$ cat config.mk
export PLATFORM = sky130hd
export DESIGN_NAME = spi_slave_if_flat
export DESIGN_NICKNAME = d
export VERILOG_FILES = /design/src/rtl/spi_slave_if_if.sv /design/src/rtl/spi_slave_if.sv /design/src/flat_wrapper.sv
export SDC_FILE = /design/constraint.sdc
export NUM_CORES = 1
export LEC_CHECK = 0
export ABC_AREA = 1
export CAP_MARGIN = 10
export CORE_UTILIZATION = 47
export DETAILED_ROUTE_END_ITERATION = 10
export HOLD_SLACK_MARGIN = 0.06
export PLACE_DENSITY = 0.73
export SLEW_MARGIN = 20
export SYNTH_ARGS = -nofsm -noshare
export SYNTH_HDL_FRONTEND = slang
export SYNTH_SLANG_ARGS = --single-unit
$ cat constraint.sdc
create_clock -name clk -period 1.38 [get_ports clk]
set_clock_uncertainty 0.05 [all_clocks]
set_input_delay 0.414 -clock clk [delete_from_list [all_inputs] [get_ports clk]]
set_output_delay 0.414 -clock clk [all_outputs]
set_load 0.02 [all_outputs]
$ cat src/rtl/spi_slave_if_if.sv
// -----------------------------------------------------------------------------
// spi_slave_if_if
// Bundles the SPI pins and the byte-side handshake of the SPI slave front end.
//   sclk, mosi, ss   : SPI pins (ss active-low), driven by the SPI master side
//   tx_data          : byte to serialise onto miso, supplied by the grid
//   miso             : SPI data out (idle-high while deselected)
//   rx_data, rx_done : received byte and its one-clk strobe
//   frame_active     : high while a frame is being served
// Modports: master = pin/tx driver side, slave = the SPI front end itself.
// -----------------------------------------------------------------------------
interface spi_slave_if_if #(
   parameter int DATA_WIDTH = 8
);
   logic                  sclk;
   logic                  mosi;
   logic                  ss;
   logic [DATA_WIDTH-1:0] tx_data;
   logic                  miso;
   logic [DATA_WIDTH-1:0] rx_data;
   logic                  rx_done;
   logic                  frame_active;

   modport master (
      output sclk, mosi, ss, tx_data,
      input  miso, rx_data, rx_done, frame_active
   );

   modport slave (
      input  sclk, mosi, ss, tx_data,
      output miso, rx_data, rx_done, frame_active
   );
endinterface

$ cat src/rtl/spi_slave_if.sv
// -----------------------------------------------------------------------------
// spi_slave_if
// SPI mode-0 slave front end. Oversamples sclk/mosi/ss with clk, deserialises
// MOSI (MSB first) into bytes delivered with a one-clk rx_done strobe, and
// serialises tx_data onto MISO, changing MISO on sclk falling edges.
// Ports:
//   clk  : system clock, at least 4x the sclk frequency
//   rst  : asynchronous active-low reset
//   bus  : spi_slave_if_if.slave (sclk, mosi, ss, tx_data in;
//          miso, rx_data, rx_done, frame_active out)
// -----------------------------------------------------------------------------
module spi_slave_if #(
   parameter int DATA_WIDTH  = 8,
   parameter int SYNC_STAGES = 2
) (
   input  logic           clk,
   input  logic           rst,
   spi_slave_if_if.slave  bus
);
   localparam int                CNT_W    = (DATA_WIDTH > 2) ? $clog2(DATA_WIDTH) : 1;
   localparam logic [CNT_W-1:0]  CNT_ZERO = {CNT_W{1'b0}};
   localparam logic [CNT_W-1:0]  CNT_ONE  = CNT_W'(1);
   localparam logic [CNT_W-1:0]  CNT_LAST = CNT_W'(DATA_WIDTH - 1);

   typedef enum logic [0:0] {
      ST_IDLE   = 1'b0,
      ST_ACTIVE = 1'b1
   } state_e;

   // Synchroniser chains and edge-detect delay flops
   logic [SYNC_STAGES-1:0] sclk_sync_q;
   logic [SYNC_STAGES-1:0] mosi_sync_q;
   logic [SYNC_STAGES-1:0] ss_sync_q;
   logic                   sclk_dly_q;
   logic                   ss_dly_q;
   // Fills with ones after reset; its top bit says the chains hold real samples
   logic [SYNC_STAGES:0]   flush_q;

   logic sclk_s, mosi_s, ss_s;
   logic rise_s, fall_s, ss_fall_s, flush_done_s;

   state_e                state_q, state_d;
   logic [CNT_W-1:0]      bit_cnt_q, bit_cnt_d;
   logic [DATA_WIDTH-1:0] rx_shift_q, rx_shift_d;
   logic [DATA_WIDTH-1:0] tx_shift_q, tx_shift_d;
   logic [DATA_WIDTH-1:0] rx_data_q, rx_data_d;
   logic [DATA_WIDTH-1:0] rx_next_s;
   logic                  rx_done_q, rx_done_d;
   logic                  miso_q, miso_d;
   logic                  frame_active_q, frame_active_d;
   // Armed once ss has been seen high after reset, so a frame already in
   // progress when reset releases is ignored until ss cycles high then low.
   logic                  arm_q, arm_d;

   assign sclk_s       = sclk_sync_q[SYNC_STAGES-1];
   assign mosi_s       = mosi_sync_q[SYNC_STAGES-1];
   assign ss_s         = ss_sync_q[SYNC_STAGES-1];
   assign rise_s       = sclk_s & ~sclk_dly_q;
   assign fall_s       = ~sclk_s & sclk_dly_q;
   assign ss_fall_s    = ~ss_s & ss_dly_q;
   assign flush_done_s = flush_q[SYNC_STAGES];
   assign rx_next_s    = {rx_shift_q[DATA_WIDTH-2:0], mosi_s};

   // Pin synchronisers, edge-detect delay flops and post-reset flush tracker
   always_ff @(posedge clk or negedge rst) begin
      if (!rst) begin
         sclk_sync_q <= {SYNC_STAGES{1'b0}};
         mosi_sync_q <= {SYNC_STAGES{1'b0}};
         ss_sync_q   <= {SYNC_STAGES{1'b1}};
         sclk_dly_q  <= 1'b0;
         ss_dly_q    <= 1'b1;
         flush_q     <= {(SYNC_STAGES+1){1'b0}};
      end else begin
         sclk_sync_q <= {sclk_sync_q[SYNC_STAGES-2:0], bus.sclk};
         mosi_sync_q <= {mosi_sync_q[SYNC_STAGES-2:0], bus.mosi};
         ss_sync_q   <= {ss_sync_q[SYNC_STAGES-2:0], bus.ss};
         sclk_dly_q  <= sclk_s;
         ss_dly_q    <= ss_s;
         flush_q     <= {flush_q[SYNC_STAGES-1:0], 1'b1};
      end
   end

   // Frame state, shift registers and registered outputs
   always_ff @(posedge clk or negedge rst) begin
      if (!rst) begin
         state_q        <= ST_IDLE;
         bit_cnt_q      <= CNT_ZERO;
         rx_shift_q     <= {DATA_WIDTH{1'b0}};
         tx_shift_q     <= {DATA_WIDTH{1'b1}};
         rx_data_q      <= {DATA_WIDTH{1'b0}};
         rx_done_q      <= 1'b0;
         miso_q         <= 1'b1;
         frame_active_q <= 1'b0;
         arm_q          <= 1'b0;
      end else begin
         state_q        <= state_d;
         bit_cnt_q      <= bit_cnt_d;
         rx_shift_q     <= rx_shift_d;
         tx_shift_q     <= tx_shift_d;
         rx_data_q      <= rx_data_d;
         rx_done_q      <= rx_done_d;
         miso_q         <= miso_d;
         frame_active_q <= frame_active_d;
         arm_q          <= arm_d;
      end
   end

   // Next-state logic: frame entry/exit, bit shifting and byte completion
   always_comb begin
      state_d    = state_q;
      bit_cnt_d  = bit_cnt_q;
      rx_shift_d = rx_shift_q;
      tx_shift_d = tx_shift_q;
      rx_data_d  = rx_data_q;
      rx_done_d  = 1'b0;

      if (flush_done_s && ss_s && ss_dly_q) begin
         arm_d = 1'b1;
      end else begin
         arm_d = arm_q;
      end

      case (state_q)
         ST_IDLE: begin
            bit_cnt_d  = CNT_ZERO;
            rx_shift_d = {DATA_WIDTH{1'b0}};
            if (ss_fall_s && arm_q) begin
               tx_shift_d = bus.tx_data;
               state_d    = ST_ACTIVE;
            end else begin
               state_d    = ST_IDLE;
            end
         end
         ST_ACTIVE: begin
            if (rise_s) begin
               rx_shift_d = rx_next_s;
               if (bit_cnt_q == CNT_LAST) begin
                  rx_data_d = rx_next_s;
                  rx_done_d = 1'b1;
                  bit_cnt_d = CNT_ZERO;
               end else begin
                  bit_cnt_d = bit_cnt_q + CNT_ONE;
               end
            end else if (fall_s) begin
               // bit_cnt of zero on a fall means a byte boundary: reload
               if (bit_cnt_q == CNT_ZERO) begin
                  tx_shift_d = bus.tx_data;
               end else begin
                  tx_shift_d = {tx_shift_q[DATA_WIDTH-2:0], 1'b1};
               end
            end else begin
               tx_shift_d = tx_shift_q;
            end
            // Deselect is applied after any same-cycle rise has been taken
            if (ss_s) begin
               state_d    = ST_IDLE;
               bit_cnt_d  = CNT_ZERO;
               rx_shift_d = {DATA_WIDTH{1'b0}};
            end else begin
               state_d    = ST_ACTIVE;
            end
         end
         default: begin
            state_d    = ST_IDLE;
            bit_cnt_d  = CNT_ZERO;
            rx_shift_d = {DATA_WIDTH{1'b0}};
         end
      endcase

      // Outputs registered from next state so MISO tracks tx_shift without lag
      miso_d         = (state_d == ST_ACTIVE) ? tx_shift_d[DATA_WIDTH-1] : 1'b1;
      frame_active_d = (state_d == ST_ACTIVE);
   end

   assign bus.miso         = miso_q;
   assign bus.rx_data      = rx_data_q;
   assign bus.rx_done      = rx_done_q;
   assign bus.frame_active = frame_active_q;

endmodule

$ cat src/flat_wrapper.sv
// flat-port wrapper written by rule: the top's interface ports become plain ports
module spi_slave_if_flat 
#(
   parameter int DATA_WIDTH  = 8,
   parameter int SYNC_STAGES = 2
)
  (clk, rst, bus_sclk, bus_mosi, bus_ss, bus_tx_data, bus_miso, bus_rx_data, bus_rx_done, bus_frame_active);
  spi_slave_if_if #(.DATA_WIDTH(DATA_WIDTH)) bus_i ();
  input  logic clk;
  input  logic rst;
  input wire logic [$bits(bus_i.sclk)-1:0] bus_sclk;
  input wire logic [$bits(bus_i.mosi)-1:0] bus_mosi;
  input wire logic [$bits(bus_i.ss)-1:0] bus_ss;
  input wire logic [$bits(bus_i.tx_data)-1:0] bus_tx_data;
  output wire logic [$bits(bus_i.miso)-1:0] bus_miso;
  output wire logic [$bits(bus_i.rx_data)-1:0] bus_rx_data;
  output wire logic [$bits(bus_i.rx_done)-1:0] bus_rx_done;
  output wire logic [$bits(bus_i.frame_active)-1:0] bus_frame_active;
  assign bus_i.sclk = bus_sclk;
  assign bus_i.mosi = bus_mosi;
  assign bus_i.ss = bus_ss;
  assign bus_i.tx_data = bus_tx_data;
  assign bus_miso = bus_i.miso;
  assign bus_rx_data = bus_i.rx_data;
  assign bus_rx_done = bus_i.rx_done;
  assign bus_frame_active = bus_i.frame_active;
  spi_slave_if #(.DATA_WIDTH(DATA_WIDTH), .SYNC_STAGES(SYNC_STAGES)) u_core (.clk(clk), .rst(rst), .bus(bus_i));
endmodule
# --- Yosys cells after proc, flatten, opt, wreduce, memory -nomap -nowiden ---
# Index checks and enable logic that the tools add are counted.
# Widths: inputs -> output; s select.
word_totals:
  regBits: 41
  latchBits: 0
  ramBits: 0
  mem_bits_ro: 0
  input_bits: 13
  output_inout_bits: 11
  word_cells: 53
  memories: 0
classes:
  addsub: 1
  mul: 0
  div: 0
  n_lt_le_gt_ge: 0
  eq_ne: 5
  shift: 0
  muxes: 19
  n_bitwise: 7
  reduce_logical: 6
ops:
  columns: ["cell", "n"]
  rows:
  - ["$mux 8", 4]
  - ["$pmux 8 s2", 1]
  - ["$mux 7", 2]
  - ["$pmux 7 s2", 1]
  - ["$mux 3", 3]
  - ["$mux 1", 6]
  - ["$pmux 3 s2", 1]
  - ["$reduce_and 3->1", 2]
  - ["$ne 2x1->1 const B", 2]
  - ["$not 1->1", 4]
  - ["$add 3x1->3 const B", 1]
  - ["$and 1x1->1", 3]
  - ["$eq 3x3->1 const B", 1]
  - ["$logic_and 1x1->1", 3]
  - ["$logic_not 3->1", 1]
  - ["$ne 3x1->1 const B", 1]
  - ["$ne 2x2->1 const B", 1]
  - ["$pmux 1 s2", 1]

# --- Longest topological paths before layout ---
# Gate-level depths: netlist of run 1.
depth:
  word_depth: 6
  depth_mapped: 8
  ltp_nobuf: 7

# --- Worst setup path after synthesis of run 1 ---
# Ideal clock, no wire load.
synth_path:
  kind: "flip-flop to flip-flop"
  start: "register u_core.bit_cnt_q[0]"
  end: "register u_core.bit_cnt_q[0]"
  setup_time_ns: 0.083
  arrival_ns: 1.180
  required_ns: 1.247
  path_slack_ns: 0.067
  stages_incl_launch_ff: 5
  synth_period_minus_slack_ns: 1.313
  path_cell_list: "dfrtp_1 > ha_1 > ha_1 > or2_2 > o22ai_1"
synth_between:
  elab_chain_cells: 5
  elab_cells_between_ends: 6
  cone_classes: "add/sub: 1; eq/ne: 1; mux: 4"
synth_rtl:
  columns: ["item", "line_no", "rtl"]
  rows:
  - ["start, declared", "spi_slave_if.sv:43", "logic [CNT_W-1:0] bit_cnt_q, bit_cnt_d;"]
  - ["start signal, assigned", "spi_slave_if.sv:97", "bit_cnt_q <= bit_cnt_d;"]
  - ["$add 3x1->3 / $eq 3x3->1 (equally long branches)", "spi_slave_if.sv:142, spi_slave_if.sv:137", null]
  - ["$mux 3 *", "spi_slave_if.sv:137", "if (bit_cnt_q == CNT_LAST) begin"]
  - ["$mux 3 *", "spi_slave_if.sv:135", "if (rise_s) begin"]
  - ["$mux 3 *", "spi_slave_if.sv:155", "if (ss_s) begin"]
  - ["$pmux 3 s2 *", "spi_slave_if.sv:123", "case (state_q)"]
# Every way passes the cells marked *; elsewhere a longest branch is shown, timed or not. The select of a mux whose other input is x is not followed.
# A chain may end at the register's enable or synchronous reset.

# --- Worst setup path in the final report of run 1 ---
layout_path:
  start: "register u_core.miso_q (netlist: u_core.bus.miso)"
  end: "output port bus_miso"
layout_lines:
  columns: ["item", "line_no", "rtl"]
  rows:
  - ["start, declared", "spi_slave_if.sv:49", "logic miso_q, miso_d;"]
  - ["start signal, assigned", "spi_slave_if.sv:102", "miso_q <= miso_d;"]
  - ["end, declared", "flat_wrapper.sv:15", "output wire logic [$bits(bus_i.miso)-1:0] bus_miso;"]
# No word-level cell between the ends.

==> results by stage, run 1 <==
Power and ir drop:
- In this run the static leakage power is 1.00 nW.
- The switching component of the power is 0.583 mW.
- The worst voltage drop across the vdd grid is 607 µV.
- The fraction of power spent switching nets is 0.256.
- The portion of total power attributed to the clock network is 0.277.
- The power density over the cells is 1020 mW/mm².
- The part of the total power dissipated in sequential elements is 0.603.
- Of the total power, combinational logic draws 0.120.
- The cell-internal power is 1.70 mW.

Placement:
- Once placement completed, the tool counted placed cells totaling 240.
- The weighted congestion at the end of routability-driven global placement is 0.793.
- In this run the tool buffered the top-level ports with 23 buffer cells.
- The setup slack at placement is -0.165 ns.
- Once placement finished, the instance area stood at 0.00205 mm².
- The post-detailed-placement half-perimeter wirelength is 2180 µm.

Setup path:
- Walking the worst path, the cells encountered are buf_6.
- The highest cell delay on the worst timing path is 0.55 ns.
- In this run the worst path has a maximum fanout of 1.
- The startpoint kind of the worst setup timing path is a flip-flop.
- Counting both buffers and inverters, the worst setup path holds a total of 1.
- STA classifies the critical path endpoint as an output port.
- The worst register-to-register path has a depth of 4.
- The minimum setup slack among reg-to-reg paths is 0.03 ns.
- The family of cells with the greatest summed delay on the critical path is flip-flops.
- The setup path with the least slack is of type flip-flop to output port.
- Data on the critical path is required at its endpoint by 0.92 ns.
- The origin of the critical flop-to-flop path is u_core.bit_cnt_q[0].
- Data arrives at the worst endpoint at 1.00 ns.
- The worst register-to-register path ends at u_core.bit_cnt_q[0].
- The slowest stage of the critical path is the dfstp_2 cell.

Clock tree:
- The clock net in this run drives a total of 41 sinks.
- The H-tree depth is 2.
- The tree is rooted in a clkbuf_4.
- The number of buffers inserted during clock tree synthesis is 5.
- The clock tree from TritonCTS is done.
- Clock-pin slew was measured on the worst setup and hold paths at 0.11 ns.
- The maximum root-to-sink buffer count is 2.
- The clock reaches the later pin of the worst-skew pair after 0.36 ns.

Hold path:
- The end point of the most critical hold path is u_core.mosi_sync_q[1].
- Counting instances, the worst hold path has a depth of 0.
- The min-delay analysis places its worst path in the category flip-flop to flip-flop.
- The launch instance of the worst min-delay path is u_core.mosi_sync_q[0].

Drt:
- Wire segments on met2 add up to 1690 µm in the final route.
- The via count normalized by instance count is 5.07.
- In the final routing, the length of wire on met1 measures 1490 µm.
- The post-detailed-routing wire length is 3390 µm.
- For this run, the detailed router's first-pass iteration total came to 4.
- The top metal layer carrying routed signals is met4.
- The count of nets left with antenna violations once routing finished came out at 0.
- In this run, the number of DRC markers left after iteration 0 of detailed routing was 90.
- The detailed-route DRC error count is 0.
- The wire length on met3 is 143 µm.
- The count of vias placed by the detailed router is 1293.
- In the final routed layout, each cell accounts on average for 13.3 µm.

Global routing:
- The all-layer global routing usage is 0.190.
- The number of antenna violations at the first check in global routing is 0.
- The first-pass GRT wire length is 5670 µm.
- Entering global routing, the biggest net connects 33 pins.
- The via count of the first global-routing pass is 1327.
- The aggregate global routing overflow is 0.

Layout:
- Registers take 0.00104 mm².
- The library cell used most frequently in the layout, excluding fill and tap cells, is nand3_1.
- Fill cells in the final layout number 290.
- In the layout the commonest cells are nand3_1 (40), nand2_1 (29), dfrtp_1 (29).
- The post-route cell area is 0.00223 mm².
- The footprint of the multi-input gates is 648 µm².
- The synthesis-to-layout area growth is 29.3%.
- The share of layout cells above drive strength 1 is 0.349.
- The repair_antennas step left the layout with diodes totalling 0.
- The final instance count without filler cells is 255.
- The count of nets after finishing is 224.

Logic synthesis:
- Sorting the synthesized cells by area gives the leading types as dfrtp_1 (42%), dfstp_2 (18%), nand3_1 (12%).
- The cell area after synthesis is 0.00173 mm².
- Of the post-synthesis cell area, the dominant cell type holds 0.420.
- The number of nets produced by synthesis is 184.
- Synthesis handed over a netlist of 168 instances.
- The synthesized design spends more area on one cell type than any other, namely dfrtp_1.
- The sequential share of the synthesized area is 0.603.
- Averaged over all synthesized cells, the footprint is 10.3 µm².
- For this run, the number of Yosys warnings is 0.
- The synthesized flop and latch total is 41.
- The count of distinct cell types in the synthesized netlist is 21.

Timing:
- The setup TNS is -0.0884 ns.
- The final critical delay including setup and external delays is 1.47 ns.
- Setup violations remaining at the end of the flow were counted as 2.
- On the final layout, the worst hold slack is 0.309 ns.
- Timing would allow up to 0.682 GHz.
- The number of hold-slack violations in the final timing report is 0.
- The number of slew-limit violations in the final report is 0.
- The final period utilization is 1.06.
- Once routing completed, OpenROAD measured the worst setup slack at -0.0865 ns.
- Setup repair after global routing could not meet its margin everywhere.

Floorplan:
- The placeable core region is 0.00342 mm².
- The y dimension of the die is 62.6 µm.
- The chip width is 62.6 µm.
- After floorplanning, the core was divided into 21 placement rows.
- The total die area is 0.00392 mm².
- The initial utilization of the core area, before any placement, comes to 0.505.
- Pin placement for this block handled 24 I/O pins.

Run:
- The number of max-capacitance violations reported is 0.

Status:
- The run finished, with violations left.
- The checks that failed: setup timing.
-- registers in the layout (all words and copies together) (netlist names) --
| name | flops |
|---|---|
| u_core.flush_q | 3 |
| u_core.tx_shift_q | 8 |
| u_core.bus.rx_data | 8 |
| u_core.rx_shift_q | 7 |
| u_core.sclk_sync_q | 2 |
| u_core.ss_dly_q | 1 |
| u_core.arm_q | 1 |
| u_core.bit_cnt_q | 3 |
| u_core.bus.miso | 1 |
| u_core.state_q | 1 |
| u_core.bus.rx_done | 1 |
| u_core.ss_sync_q | 2 |
| u_core.sclk_dly_q | 1 |
| u_core.mosi_sync_q | 2 |
-- layout make-up --
class                      count  area share
clock inverter                 1     0.00336
timing repair buffer          36       0.159
tap                           46      0.0258
inverter                      18      0.0303
clock buffer                   7      0.0247
sequential                    41       0.466
multi-input combinational    106       0.290
-- worst max path at each step --
stage                          end  slack, ns  depth (start not counted)                 from
2_1_floorplan  u_core.bit_cnt_q[0]       0.07                          4  u_core.bit_cnt_q[0]
3_3_place_gp              bus_miso      -0.17                          1      u_core.bus.miso
3_5_place_dp              bus_miso      -0.16                          1      u_core.bus.miso
4_1_cts                   bus_miso       -0.1                          1      u_core.bus.miso
5_1_grt                   bus_miso      -0.13                          1      u_core.bus.miso
6_report                  bus_miso      -0.09                          1      u_core.bus.miso
-- routing by layer --
metal	vias to the layer above	global-route usage
li1	640	-
met1	619	0.227
met2	29	0.314
met3	5	0.0566
met4	0	0.0872
met5	-	0
-- synth_stat cells --
master   number
a21oi_1       2
nor2_2        2
buf_2         2
nand3_1      40
buf_4         1
inv_1        13
o21ai_2       9
or2_2         1
o22ai_1       8
nand3_4       1
conb_1        1
dfrtp_1      29
dfstp_2      12
nand2_1      30
nor2_4        2
ha_1          3
inv_2         5
buf_6         1
nand2_2       3
a31o_2        1
o21ai_1       2
-- power by group through the flow --
stage	logic [mW]	clock network [mW]	registers [mW]
after CTS	0.269	0.654	1.38
after detailed placement	0.264	0	1.40
final	0.274	0.632	1.38
after global placement	0.254	0	1.39
after global routing	0.309	0.701	1.39
after floorplan	0.144	0	1.39
-- kinds of logic after synthesis --
group / count (synthesis) / share of synthesized area
simple gates: 79 / 0.226
flops: 41 / 0.603
compound gates: 22 / 0.0913
buf+inv: 22 / 0.0558
fa+ha+maj: 3 / 0.0217
other cells: 1 / 0.00217
-- through the flow --
step | power, mW | utilization
2_1_floorplan | 1.53 | -
3_3_place_gp | 1.64 | 0.599
3_5_place_dp | 1.66 | 0.599
4_1_cts | 2.30 | 0.620
5_1_grt | 2.40 | 0.653
6_report | 2.28 | 0.653
-- repair_timing --
action	in CTS	in global routing
buffers inserted	2	3
setup endpoints to repair	16	37
pin swaps	1	2
endpoints found under the hold margin	2	0
gates cloned	0	1
gates resized for setup	56	20
hold buffers	1	0
Power figures use the tool's default switching activity.
==> run 2, diff against run 1 <==
--- a/config.mk
+++ b/config.mk
@@ -11,7 +11,7 @@
 export DETAILED_ROUTE_END_ITERATION = 10
 export HOLD_SLACK_MARGIN = 0.06
 export PLACE_DENSITY = 0.73
-export SLEW_MARGIN = 20
+export SLEW_MARGIN = 15
 export SYNTH_ARGS = -nofsm -noshare
 export SYNTH_HDL_FRONTEND = slang
 export SYNTH_SLANG_ARGS = --single-unit
==> results of run 2 <==
No change in the layout: final DEF, timing and power equal those of run 1.
